$ cat src/rtl/pipe_hazard_controller.sv
// Stall/flush/forwarding controller for the five-stage RV32I pipeline.
// It holds the data-memory wait FSM (RUN / MEM_WAIT / FAULT) and a
// saturating stall-cycle counter. All stall, flush and forward outputs are
// combinational from the current state and the stage inputs.
module pipe_hazard_controller #(
  parameter int unsigned TIMEOUT = 255,
  parameter int unsigned CNT_W   = 32
) (
  input  logic             clock,
  input  logic             async_reset,
  input  logic [4:0]       Rs1_D,
  input  logic [4:0]       Rs2_D,
  input  logic [4:0]       Rs1_E,
  input  logic [4:0]       Rs2_E,
  input  logic [4:0]       Rd_E,
  input  logic             mem_read_E,
  input  logic             branch_taken_E,
  input  logic [4:0]       Rd_M,
  input  logic             reg_write_M,
  input  logic             mem_req_M,
  input  logic             dmem_ready,
  input  logic [4:0]       Rd_W,
  input  logic             reg_write_W,
  output logic             stall_F,
  output logic             stall_D,
  output logic             stall_E,
  output logic             stall_M,
  output logic             flush_D,
  output logic             flush_E,
  output logic             flush_W,
  output logic [1:0]       forward_A_E,
  output logic [1:0]       forward_B_E,
  output logic             mem_fault,
  output logic [CNT_W-1:0] stall_cycles
);

  localparam int unsigned WaitW = $clog2(TIMEOUT + 1);

  typedef enum logic [1:0] {StRun, StMemWait, StFault} state_e;

  state_e             state_q, state_d;
  logic [WaitW-1:0]   wait_q, wait_d;
  logic [CNT_W-1:0]   stall_cycles_q, stall_cycles_d;
  logic               mem_stall;
  logic               load_use;

  // Memory wait FSM next state and stall/flush priority: memory > branch > load-use.
  always_comb begin
    state_d   = state_q;
    wait_d    = wait_q;
    mem_stall = 1'b0;
    stall_F   = 1'b0;
    stall_D   = 1'b0;
    stall_E   = 1'b0;
    stall_M   = 1'b0;
    flush_D   = 1'b0;
    flush_E   = 1'b0;
    flush_W   = 1'b0;
    mem_fault = 1'b0;

    unique case (state_q)
      StRun: begin
        if (mem_req_M && !dmem_ready) begin
          mem_stall = 1'b1;
          state_d   = StMemWait;
          // The first MEM_WAIT cycle counts as wait cycle 1.
          wait_d    = WaitW'(1);
        end
      end
      StMemWait: begin
        if (dmem_ready) begin
          state_d = StRun;
          wait_d  = '0;
        end else begin
          mem_stall = 1'b1;
          if (wait_q == WaitW'(TIMEOUT)) begin
            state_d = StFault;
          end else begin
            wait_d = wait_q + 1'b1;
          end
        end
      end
      StFault: begin
        mem_stall = 1'b1;
        mem_fault = 1'b1;
      end
      default: begin
        state_d = StRun;
        wait_d  = '0;
      end
    endcase

    load_use = mem_read_E && (Rd_E != 5'd0) && ((Rd_E == Rs1_D) || (Rd_E == Rs2_D));

    if (mem_stall) begin
      // Whole pipe frozen; a taken branch in E waits in the frozen register.
      stall_F = 1'b1;
      stall_D = 1'b1;
      stall_E = 1'b1;
      stall_M = 1'b1;
      flush_W = 1'b1;
    end else if (branch_taken_E) begin
      flush_D = 1'b1;
      flush_E = 1'b1;
    end else if (load_use) begin
      stall_F = 1'b1;
      stall_D = 1'b1;
      flush_E = 1'b1;
    end
  end

  // Operand forwarding select, M stage has priority over W.
  always_comb begin
    forward_A_E = 2'b00;
    forward_B_E = 2'b00;
    if (reg_write_M && (Rd_M != 5'd0) && (Rd_M == Rs1_E)) begin
      forward_A_E = 2'b10;
    end else if (reg_write_W && (Rd_W != 5'd0) && (Rd_W == Rs1_E)) begin
      forward_A_E = 2'b01;
    end
    if (reg_write_M && (Rd_M != 5'd0) && (Rd_M == Rs2_E)) begin
      forward_B_E = 2'b10;
    end else if (reg_write_W && (Rd_W != 5'd0) && (Rd_W == Rs2_E)) begin
      forward_B_E = 2'b01;
    end
  end

  // Saturating stall-cycle counter next value.
  always_comb begin
    stall_cycles_d = stall_cycles_q;
    if (stall_F && !(&stall_cycles_q)) begin
      stall_cycles_d = stall_cycles_q + 1'b1;
    end
  end

  // State, wait count and counter registers.
  always_ff @(posedge clock or posedge async_reset) begin
    if (async_reset) begin
      state_q        <= StRun;
      wait_q         <= '0;
      stall_cycles_q <= '0;
    end else begin
      state_q        <= state_d;
      wait_q         <= wait_d;
      stall_cycles_q <= stall_cycles_d;
    end
  end

  assign stall_cycles = stall_cycles_q;

endmodule

$ cat config.mk
export PLATFORM = sky130hd
export DESIGN_NAME = pipe_hazard_controller
export DESIGN_NICKNAME = d
export VERILOG_FILES = /design/src/rtl/pipe_hazard_controller.sv
export SDC_FILE = /design/constraint.sdc
export NUM_CORES = 1
export LEC_CHECK = 0
export BUFFER_PORTS_ARGS = -buffer_cell sky130_fd_sc_hd__buf_2
export CAP_MARGIN = 25
export CORE_ASPECT_RATIO = 1.25
export CORE_MARGIN = 10
export CORE_UTILIZATION = 50
export CTS_CLUSTER_DIAMETER = 200
export DETAILED_ROUTE_END_ITERATION = 7
export MAX_ROUTING_LAYER = met4
export PLACE_DENSITY_LB_ADDON = 0.3
export SYNTH_ARGS = -nofsm -noshare
export SYNTH_HDL_FRONTEND = slang
export SYNTH_SLANG_ARGS = --single-unit
$ cat constraint.sdc
create_clock -name clock -period 3.85 [get_ports clock]
set_input_delay 0.5775 -clock clock [delete_from_list [all_inputs] [get_ports clock]]
set_output_delay 0.5775 -clock clock [all_outputs]
set_load 0.005 [all_outputs]
Word level (Yosys, flattened, before mapping)
Index checks and enable logic that the tools add are counted.

Bits in registers: 42. Input port bits: 43.

$add $sub $neg: 2. Equal/unequal tests: 12. Muxes and demuxes: 24. Bitwise gates (word level): 1. Reduce and logical (&&, ||, !) cells: 20.

Operator list (number): $add A32 B1 Y32 const B (1); $reduce_and A32 Y1 (1); $eq A5 B5 Y1 (6); $mux W8 (3); $pmux W8 S3 (1); $reduce_bool A5 Y1 (3); $mux W1 (13); $logic_and A1 B1 Y1 (10); $mux W2 (5); $add A8 B1 Y8 const B (1); $eq A8 B8 Y1 const B (1); $ne A3 B3 Y1 const B (2); $pmux W2 S3 (1); $reduce_and A3 Y1 (2); $pmux W1 S3 (1); $eq A2 B1 Y1 const B (1); $eq A2 B2 Y1 const B (1); $logic_not A1 Y1 (2); $logic_not A2 Y1 (1); $ne A2 B2 Y1 const B (1); $logic_or A1 B1 Y1 (1); $not A1 Y1 (1).

Logic depth before layout (Yosys ltp)
Gate-level depths: netlist (run 1).

Word-level depth: 7. Mapped depth: 8. Depth with buffers taken out: 7.

Worst setup path after synthesis (run 1)
No wires, ideal clock.

Path kind: input to output. Start point: input Rd_M[1]. End point: output forward_A_E[0]. Arrival: 1.705 ns. Slack: 1.568 ns. Cell stages on the path: 4. Buffers on the path: 0. Path through: or4_1 -> o21ai_0 -> nor4_1 -> nor4_1.

Word-level cells in the longest chain between the ends: 4. Elaborated cells between the ends (all ways): 5. Those cells by class: eq/ne (1); mux (1); reduce/logical (3).

RTL lines: from (decl) (line 18) `input logic [4:0] Rd_M,`; $reduce_bool A5 Y1 (line 116) `if (reg_write_M && (Rd_M != 5'd0) && (Rd_M == Rs1_E)) begin`; $logic_and A1 B1 Y1 (line 116); $logic_and A1 B1 Y1 (*) (line 116); $mux W2 (*) (line 116); to (decl) (line 31) `output logic [1:0] forward_A_E,`.

Mark *: on every way between the ends. The rest lies on a longest branch, timed or not.

Worst setup path after layout (run 1)
Ends and elaborated chain as after synthesis.

==> results of run 1 <==
==> state kept, by name (all words and copies together) (netlist names) <==
name	flops
stall_cycles	32
state_q	2
wait_q	8
==> synthesized netlist by cell type, drive strengths merged, types with 2 or more instances <==
| master | instances |
|---|---|
| a31o | 2 |
| xor2 | 52 |
| nor4 | 7 |
| or4 | 5 |
| buf | 7 |
| a21oi | 4 |
| o31ai | 2 |
| mux2 | 2 |
| nand4 | 13 |
| nor2 | 33 |
| ha | 2 |
| nand3 | 20 |
| nor3 | 16 |
| and4 | 5 |
| inv | 5 |
| and3 | 5 |
| xnor2 | 14 |
| dfrtp | 42 |
| nand2 | 15 |
| o21ai | 6 |
| o21a | 2 |
==> worst max path at each step <==
| stage | from | to | slack (ps) | cells after the start |
|---|---|---|---|---|
| floorplan | Rd_M[1] | forward_A_E[0] | 1570 | 4 |
| global placement | Rd_E[1] | stall_cycles[1]$_DFFE_PP0P_ | 1330 | 7 |
| detailed placement | Rd_M[1] | forward_A_E[0] | 1280 | 6 |
| CTS | Rd_M[1] | forward_A_E[0] | 1270 | 6 |
| global route | Rd_M[1] | forward_A_E[0] | 1220 | 6 |
| finish | Rd_M[1] | forward_A_E[0] | 1280 | 6 |
==> through the flow <==
stage	power (uW)	cell area, um2	hold slack, ps	utilization [%]
after floorplan	688	2560	484	-
after global placement	796	3030	485	60.6
after detailed placement	806	3030	491	60.6
after CTS	1100	3130	415	62.5
after global routing	1160	3130	448	62.5
final	1090	3130	394	62.5
==> final cells by class <==
| class | instances | share of cell area (%) |
|---|---|---|
| multi-input combinational | 216 | 46.1 |
| sequential | 42 | 33.6 |
| timing repair buffer | 88 | 14.2 |
| clock buffer | 6 | 2.64 |
| tap | 62 | 2.48 |
| inverter | 5 | 0.600 |
| clock inverter | 2 | 0.400 |
==> metal layers <==
| metal | global-route usage, % | vias up | part of all wire, % |
|---|---|---|---|
| met3 | 3.65 | 12 | 4.5 |
| met1 | 17.6 | 1075 | 41 |
| met5 | - | - | 0 |
| met2 | 26.8 | 54 | 53 |
| li1 | - | 1125 | - |
| met4 | 4.77 | 0 | 1.9 |
==> placed cells by master (no fill, tap or decap), types with 2 or more instances in the layout <==
cell / n
clkbuf_8: 6
ha_1: 2
nor4_2: 3
and3_1: 5
buf_2: 86
nand3_1: 20
inv_1: 5
and4_1: 4
nor2_1: 32
buf_4: 2
o31ai_1: 2
nand4_1: 13
nor4_1: 4
a31o_2: 2
dfrtp_1: 42
mux2_2: 2
xnor2_1: 14
or4_1: 5
a21oi_1: 4
o21ai_0: 5
nor3_1: 16
o21a_1: 2
xor2_1: 52
nand2_1: 15
==> cell families (layout without fill, tap and decap cells) <==
logic type	Yosys count	in the layout
and+or+nand+nor	125	125
xor gates and xnor gates	66	66
DFF	42	42
buffers and inverters	13	101
AOI/OAI and AO/OA	21	21
muxes	2	2
adders and majority gates	2	2
==> power breakdown <==
group | internal [uW] | switching (uW)
combinational | 115 | 116
clock | 144 | 154
sequential | 490 | 71.1
total | 750 | 341
==> worst max-delay path: stages <==
cell and delay (ps):
buf_2 120, or4_1 500, o21ai_0 220, nor4_1 110
nor4_1 300, buf_2 170
==> results.cfg, run 1 <==
[run_status]
outcome = completed

[power]
p_leak_uw = 0.00157
p_per_area_nw_per_um2 = 349
vdd.ir_drop.worst_mv = 0.343

[synth]
synthesis.nets = 316
post_synth_and_or_nand_nor_area_fraction_pct = 26.5
synth-warning-count = 0
post_synth_xor_area_fraction_pct = 22.6
netlist_instances = 271
ys_async_sr_fraction_pct = 100
synth_top_family_by_area = simple AND/OR/NAND/NOR gates
synthesis.area_um2 = 2560
syn-mean-instance-area_um2 = 9.46
netlist.area_leader.share_pct = 41.0
yosysUniqueCellTypes = 40
synthTopCellsByArea = dfrtp_1 41%, xor2_1 18%, xnor2_1 4.8%, nor2_1 4.7%, nand3_1 3.9%
synth_top_area_cell = dfrtp_1
synth-adder-area-share_pct = 0.977
synth.area.mux_share_pct = 0.879
synth_compound_area_share_pct = 5.37
most_used_dff_post_synth = dfrtp_1
synth_enable_flop_cells = 0
ff_latch_count_synth = 42
synth-seq-area-share_pct = 41.0

[die]
io-pin-count = 87
placementRows = 29
die_width_um = 84.0
floorplan.die_area_um2 = 8410
initial_utilization_pct = 51.2
fp.coreArea_um2 = 5010
die_h_um = 100

[final_layout]
insertedDiodeCount = 0
nFillCells = 448
synthToLayoutAreaGrowth_pct = 22.1
post_route_cells_drive_above_1_share_pct = 29.8
multiInputGateArea_um2 = 1440
seqCellArea_um2 = 1050
layout.nets = 403
fin_cells = 421

[clocking]
cts_resized = 0
tritoncts_num_sinks = 42
cts_tree = yes
root_buffer = clkbuf_8
cts-buffers-inserted = 5
clock_tree.htree_level_count = 2
cts-root-to-sink-buffers = 2
post_cts.repair.setup_buffers = 0
holdBufCountCts = 0
clk_pin_slew_ps = 80
clk_latency_ps = 290

[grt]
antenna_found_initial = 0
global_route.overflow_total = 0
grt_first_pass_wirelength_um = 10800
grt_start_max_net_pins = 43
globalRouteTotalUtil_pct = 15.6
number_of_global_route_vias_before_repair = 2332

[timing]
time_the_final_worst_path_needs_with_i_o_delays_and_setup_ps = 2570
clock_skew_ps = 5.12
timing.setup.tns_ps = 0
setup_violations = 0
slew_headroom_pct = 57.9
clock.fmax_ghz = 0.389
timing_max_transition_violations_final = 0
grt_setup_unrepaired = no
final.period_utilization_pct = 66.7
hold_fails_final_rpt = 0
setup_slack_ps = 1280
worstMarginPinSlew_ps = 625

[worst_setup_path]
critPathMaxFanout = 3
worst_r2r_endpoint = stall_cycles[23]$_DFFE_PP0P_
worst_setup_path_end_kind = output port
flop_to_flop_setup_slack_ps = 1510
r2r_depth = 8
crit_type = in -> out
worstPathArrival_ps = 1990
type_of_element_launching_the_critical_path = input pin
worstReg2RegStart = stall_cycles[0]$_DFFE_PP0P_
crit_required_ps = 3270

[routing]
drt_pre_antenna_iters = 4
detail_route.iter0.violations = 85
routed_via_count = 2266
drt.antenna.violating_nets = 0
drc = 0
drt-total-wl_um = 6510
wire_per_inst_um = 15.5
vias_per_cell = 5.38

[placement]
dp_hpwl_um = 5110
placedCellCount = 413
gp_congestion = 0.855
port_buffers = 86
dp_worst_setup_slack_ps = 1280

[hold_path]
min-delay-path-class = in -> async

[run]
timing.max_cap.violations = 0
No activity file was read; power rests on OpenSTA's default activity.
==> run 2: changes to the inputs <==
--- a/config.mk
+++ b/config.mk
@@ -9,7 +9,7 @@
 export CAP_MARGIN = 25
 export CORE_ASPECT_RATIO = 1.25
 export CORE_MARGIN = 10
-export CORE_UTILIZATION = 50
+export CORE_UTILIZATION = 46
 export CTS_CLUSTER_DIAMETER = 200
 export DETAILED_ROUTE_END_ITERATION = 7
 export MAX_ROUTING_LAYER = met4
==> constraint.sdc (replaced) <==
create_clock -name clock -period 2.2 [get_ports clock]
set_input_delay 0.33 -clock clock [delete_from_list [all_inputs] [get_ports clock]]
set_output_delay 0.33 -clock clock [all_outputs]
set_load 0.005 [all_outputs]
==> results.cfg, run 2 (synthesis results as in run 1) <==
[run_status]
outcome = completed

[routing]
drt-total-wl_um = 6860
vias_per_cell = 5.42
detail_route.iter0.violations = 77
routed_via_count = 2334
drt.antenna.violating_nets = 0
drt_pre_antenna_iters = 4
drc = 0
wire_per_inst_um = 15.9

[final_layout]
flip_flop_count_of_the_largest_register_after_layout = 32
multiInputGateArea_um2 = 1520
nFillCells = 479
synthToLayoutAreaGrowth_pct = 29.2
post_route_cells_drive_above_1_share_pct = 32.7
mostFrequentLayoutCells = 86 x buf_2, 52 x xor2_1, 42 x dfrtp_1, 32 x nor2_1, 20 x nand3_1
insertedDiodeCount = 0
mostFrequentLayoutCell = buf_2
seqCellArea_um2 = 1050
layout.nets = 411

[timing]
timing.setup.tns_ps = 0
clock.fmax_ghz = 0.476
time_the_final_worst_path_needs_with_i_o_delays_and_setup_ps = 2100
hold_fails_final_rpt = 0
setup_violations = 0
hold_slack_ps = 162
clock_skew_ps = 10.7
grt_setup_unrepaired = no
slew_headroom_pct = 60.2
worstMarginPinSlew_ps = 590
timing_max_transition_violations_final = 0
final.period_utilization_pct = 95.5

[worst_setup_path]
flop_to_flop_setup_slack_ps = 100
worst_r2r_endpoint = stall_cycles[23]$_DFFE_PP0P_
worstReg2RegStart = stall_cycles[0]$_DFFE_PP0P_
crit_type = reg -> reg
crit_required_ps = 2430
r2r_depth = 8
type_of_element_launching_the_critical_path = flop
worst_setup_path_end_kind = flop
worstPathArrival_ps = 2330
critPathMaxFanout = 15

[die]
die_h_um = 103
initial_utilization_pct = 47.4
floorplan.die_area_um2 = 8970
placementRows = 30
fp.coreArea_um2 = 5410
die_width_um = 86.8
io-pin-count = 87

[hold_path]
min-delay-path-class = in -> async

[grt]
globalRouteTotalUtil_pct = 15.2
number_of_global_route_vias_before_repair = 2453
grt_first_pass_wirelength_um = 11000
global_route.overflow_total = 0
antenna_found_initial = 0
grt_start_max_net_pins = 43

[placement]
dp_hpwl_um = 5300
gp_congestion = 0.882
port_buffers = 86

[clocking]
tritoncts_num_sinks = 42
cts-root-to-sink-buffers = 2
clk_latency_ps = 300
cts-buffers-inserted = 5
root_buffer = clkbuf_8
clock_tree.htree_level_count = 2
clk_pin_slew_ps = 80
cts_tree = yes

[power]
vdd.ir_drop.worst_mv = 0.566
p_per_area_nw_per_um2 = 627
p_leak_uw = 0.00171
sum_of_internal_switching_and_leakage_power_uw = 2070

[run]
timing.max_cap.violations = 0
## run 2: report_power, final
group / switching [uW] / internal, uW
combinational: 253 / 259
sequential: 99.2 / 858
clock: 266 / 340
total: 617 / 1460
## run 2: critical path, cell delays in order (launching register included)
cell and delay [ps]:
dfrtp_1 390, ha_2 200, and4_4 160, and4_1 200, and4_1 180, a211o_4 300, buf_12 170, nor4_4 260
xor2_1 160
## run 2: through the flow
| stage | worst slack [ps] | util, % | cell area [um2] | instances |
|---|---|---|---|---|
| 3_5_place_dp | 25.2 | 57.4 | 3100 | 422 |
| 6_report | 99.8 | 61.2 | 3310 | 431 |
| 4_1_cts | 15.6 | 59.4 | 3210 | 430 |
| 5_1_grt | 34.0 | 61.2 | 3310 | 431 |
| 2_1_floorplan | 115 | - | 2560 | 271 |
| 3_3_place_gp | 100 | 57.4 | 3100 | 422 |
## run 2: per-layer routing
layer / global-route usage, % / share of wire, %
met1: 17.2 / 40
met2: 26.0 / 53
met3: 3.68 / 5.0
met4: 4.37 / 1.8
met5: - / 0
## run 2: layout make-up
| class | count | area share [%] |
|---|---|---|
| well taps | 64 | 2.42 |
| repair buffers | 96 | 16.2 |
| multi-input cells | 216 | 45.9 |
| clock inverters | 1 | 0.907 |
| flip-flops and latches | 42 | 31.8 |
| clock buffers | 7 | 2.31 |
| inverters | 5 | 0.567 |
## run 2: worst max path at each step
stage	depth (start not counted)	from	endpoint	slack (ps)
after global routing	8	stall_cycles[0]$_DFFE_PP0P_	stall_cycles[23]$_DFFE_PP0P_	30
after global placement	8	stall_cycles[0]$_DFFE_PP0P_	stall_cycles[23]$_DFFE_PP0P_	100
after CTS	8	stall_cycles[0]$_DFFE_PP0P_	stall_cycles[23]$_DFFE_PP0P_	20
final	8	stall_cycles[0]$_DFFE_PP0P_	stall_cycles[23]$_DFFE_PP0P_	100
after detailed placement	8	stall_cycles[0]$_DFFE_PP0P_	stall_cycles[23]$_DFFE_PP0P_	30
after floorplan	8	stall_cycles[0]$_DFFE_PP0P_	stall_cycles[23]$_DFFE_PP0P_	110
## run 2: what timing repair did
| item | 4_1_cts | 5_1_grt |
|---|---|---|
| setup endpoints to repair | 0 | 13 |
| hold buffers | 0 | 0 |
| resized for setup | 0 | 13 |
| buffers inserted | 0 | 0 |
==> run 3: changes to the inputs <==
--- a/config.mk
+++ b/config.mk
@@ -13,7 +13,7 @@
 export CTS_CLUSTER_DIAMETER = 200
 export DETAILED_ROUTE_END_ITERATION = 7
 export MAX_ROUTING_LAYER = met4
-export PLACE_DENSITY_LB_ADDON = 0.3
+export PLACE_DENSITY = 0.77
 export SYNTH_ARGS = -nofsm -noshare
 export SYNTH_HDL_FRONTEND = slang
 export SYNTH_SLANG_ARGS = --single-unit
==> results.cfg, run 3 (synthesis results as in run 1) <==
[run_status]
outcome = completed

[worst_setup_path]
cp.buffers_inverters = 2
worstPathArrival_ps = 2350
worst_setup_path_end_kind = flop
type_of_element_launching_the_critical_path = flop
crit_type = reg -> reg
flop_to_flop_setup_slack_ps = 30
timing.critical_path.mode_cell = and4_1
timing.critical_path.slowest_stage_cell = dfrtp_1
cpLargestDelayFamily = simple AND/OR/NAND/NOR gates
critPathMaxFanout = 8
worstPathCellList = ha_2 -> and4_4 -> and4_1 -> and4_1 -> a211o_4 -> buf_6 -> clkbuf_16 -> mux2_2
cp_slowest_stage_delay_ps = 400
crit_required_ps = 2390

[final_layout]
synthToLayoutAreaGrowth_pct = 33.6
mostFrequentLayoutCell = buf_2
finish.instance_area_um2 = 3420
layout.nets = 421
mostFrequentLayoutCells = 86 x buf_2, 52 x xor2_1, 42 x dfrtp_1, 20 x nor2_1, 20 x nand3_1
flip_flop_count_of_the_largest_register_after_layout = 32
post_route_cells_drive_above_1_share_pct = 37.7
insertedDiodeCount = 0
nFillCells = 472

[routing]
vias_per_cell = 5.53
drc = 0
routed_via_count = 2439
drt_pre_antenna_iters = 4
detail_route.iter0.violations = 95
wire_per_inst_um = 17.4
drt-total-wl_um = 7660
drt.antenna.violating_nets = 0

[clocking]
clk_pin_slew_ps = 80
holdBufCountCts = 0
tritoncts_num_sinks = 42
root_buffer = clkbuf_8
cts_tree = yes
cts-root-to-sink-buffers = 2
clk_latency_ps = 290
clock_tree.htree_level_count = 2
cts-buffers-inserted = 5

[grt]
antenna_found_initial = 0
number_of_global_route_vias_before_repair = 2490
global_route.overflow_total = 0
top_usage_layer = met2
globalRouteTotalUtil_pct = 15.7
global_route.usage.met2_pct = 27.8
grt_first_pass_wirelength_um = 11300
grtUsageMet1_pct = 17.6
met3_grt_util_pct = 3.45
grt_start_max_net_pins = 43

[power]
vdd.ir_drop.worst_mv = 0.486
p_leak_uw = 0.00175
p_per_area_nw_per_um2 = 605

[die]
die_h_um = 103
die_width_um = 86.8
placementRows = 30
floorplan.die_area_um2 = 8970
io-pin-count = 87
initial_utilization_pct = 47.4
fp.coreArea_um2 = 5410

[timing]
hold_fails_final_rpt = 0
slew_headroom_pct = 59.7
setup_violations = 0
timing_max_transition_violations_final = 0
clock_skew_ps = 8.76
worstMarginPinSlew_ps = 598
final.period_utilization_pct = 98.6
clock.fmax_ghz = 0.461
timing.setup.tns_ps = 0
time_the_final_worst_path_needs_with_i_o_delays_and_setup_ps = 2170

[placement]
dp_hpwl_um = 5320
gp_congestion = 0.896
placed_area_um2 = 3130
port_buffers = 86

[run]
timing.max_cap.violations = 0

[hold_path]
min-delay-path-class = in -> async
## run 3: layer usage
layer / part of all wire [%] / vias up
li1: - / 1156
met1: 40 / 1195
met2: 55 / 78
met3: 4.0 / 10
met4: 1.1 / 0
met5: 0 / -
## run 3: cell type report
class                      instances  area (um2)  area share, %
inverter                           5        18.8          0.548
timing repair buffer             106         636           18.6
clock buffer                       6        82.6           2.41
clock inverter                     2        12.5          0.365
sequential                        42        1050           30.7
tap                               64        80.1           2.34
multi-input combinational        216        1540           45.1
## run 3: stage by stage
step | util [%] | power, uW | hold WS [ps] | worst slack, ps | instances
after global routing | 63.3 | 2200 | 208 | -17.5 | 441
after CTS | 59.9 | 2010 | 176 | 16.1 | 434
after floorplan | - | 1200 | 484 | 115 | 271
final | 63.3 | 2070 | 156 | 31.8 | 441
after global placement | 57.9 | 1470 | 480 | 125 | 426
after detailed placement | 57.9 | 1480 | 495 | 24.1 | 426
## run 3: report_power, final
group          total [uW]  switching [uW]  internal (uW)
Sequential            957            98.9            858
Combinational         596             294            302
Clock                 518             266            252
Total                2070             659           1410
## run 3: path summary, 6_finish.rpt
check | cells past startpoint | start | end
worst min register to register | 1 | stall_cycles[31]$_DFFE_PP0P_ | stall_cycles[31]$_DFFE_PP0P_
worst max register to register | 8 | stall_cycles[1]$_DFFE_PP0P_ | stall_cycles[1]$_DFFE_PP0P_
max in group asynchronous | 3 | async_reset | stall_cycles[20]$_DFFE_PP0P_
worst max-delay path | 8 | stall_cycles[1]$_DFFE_PP0P_ | stall_cycles[1]$_DFFE_PP0P_
min in group clock | 4 | dmem_ready | state_q[0]$_DFFE_PP0P_
worst min-delay path | 3 | async_reset | wait_q[4]$_DFFE_PP0P_
## run 3: worst register-to-register path: cells and delay by family, from the launching register on
family          cells  cell delay (ps)
simple gates        3              540
fa+ha+maj           1              200
mux                 1              270
flops               1              400
compound gates      1              350
buf+inv             2              300
## run 3: timing repair
item	in CTS	in global routing
gates resized for setup	1	24
pin swaps	1	13
cloned	0	3
setup endpoints to repair	1	10
buffers inserted	0	4
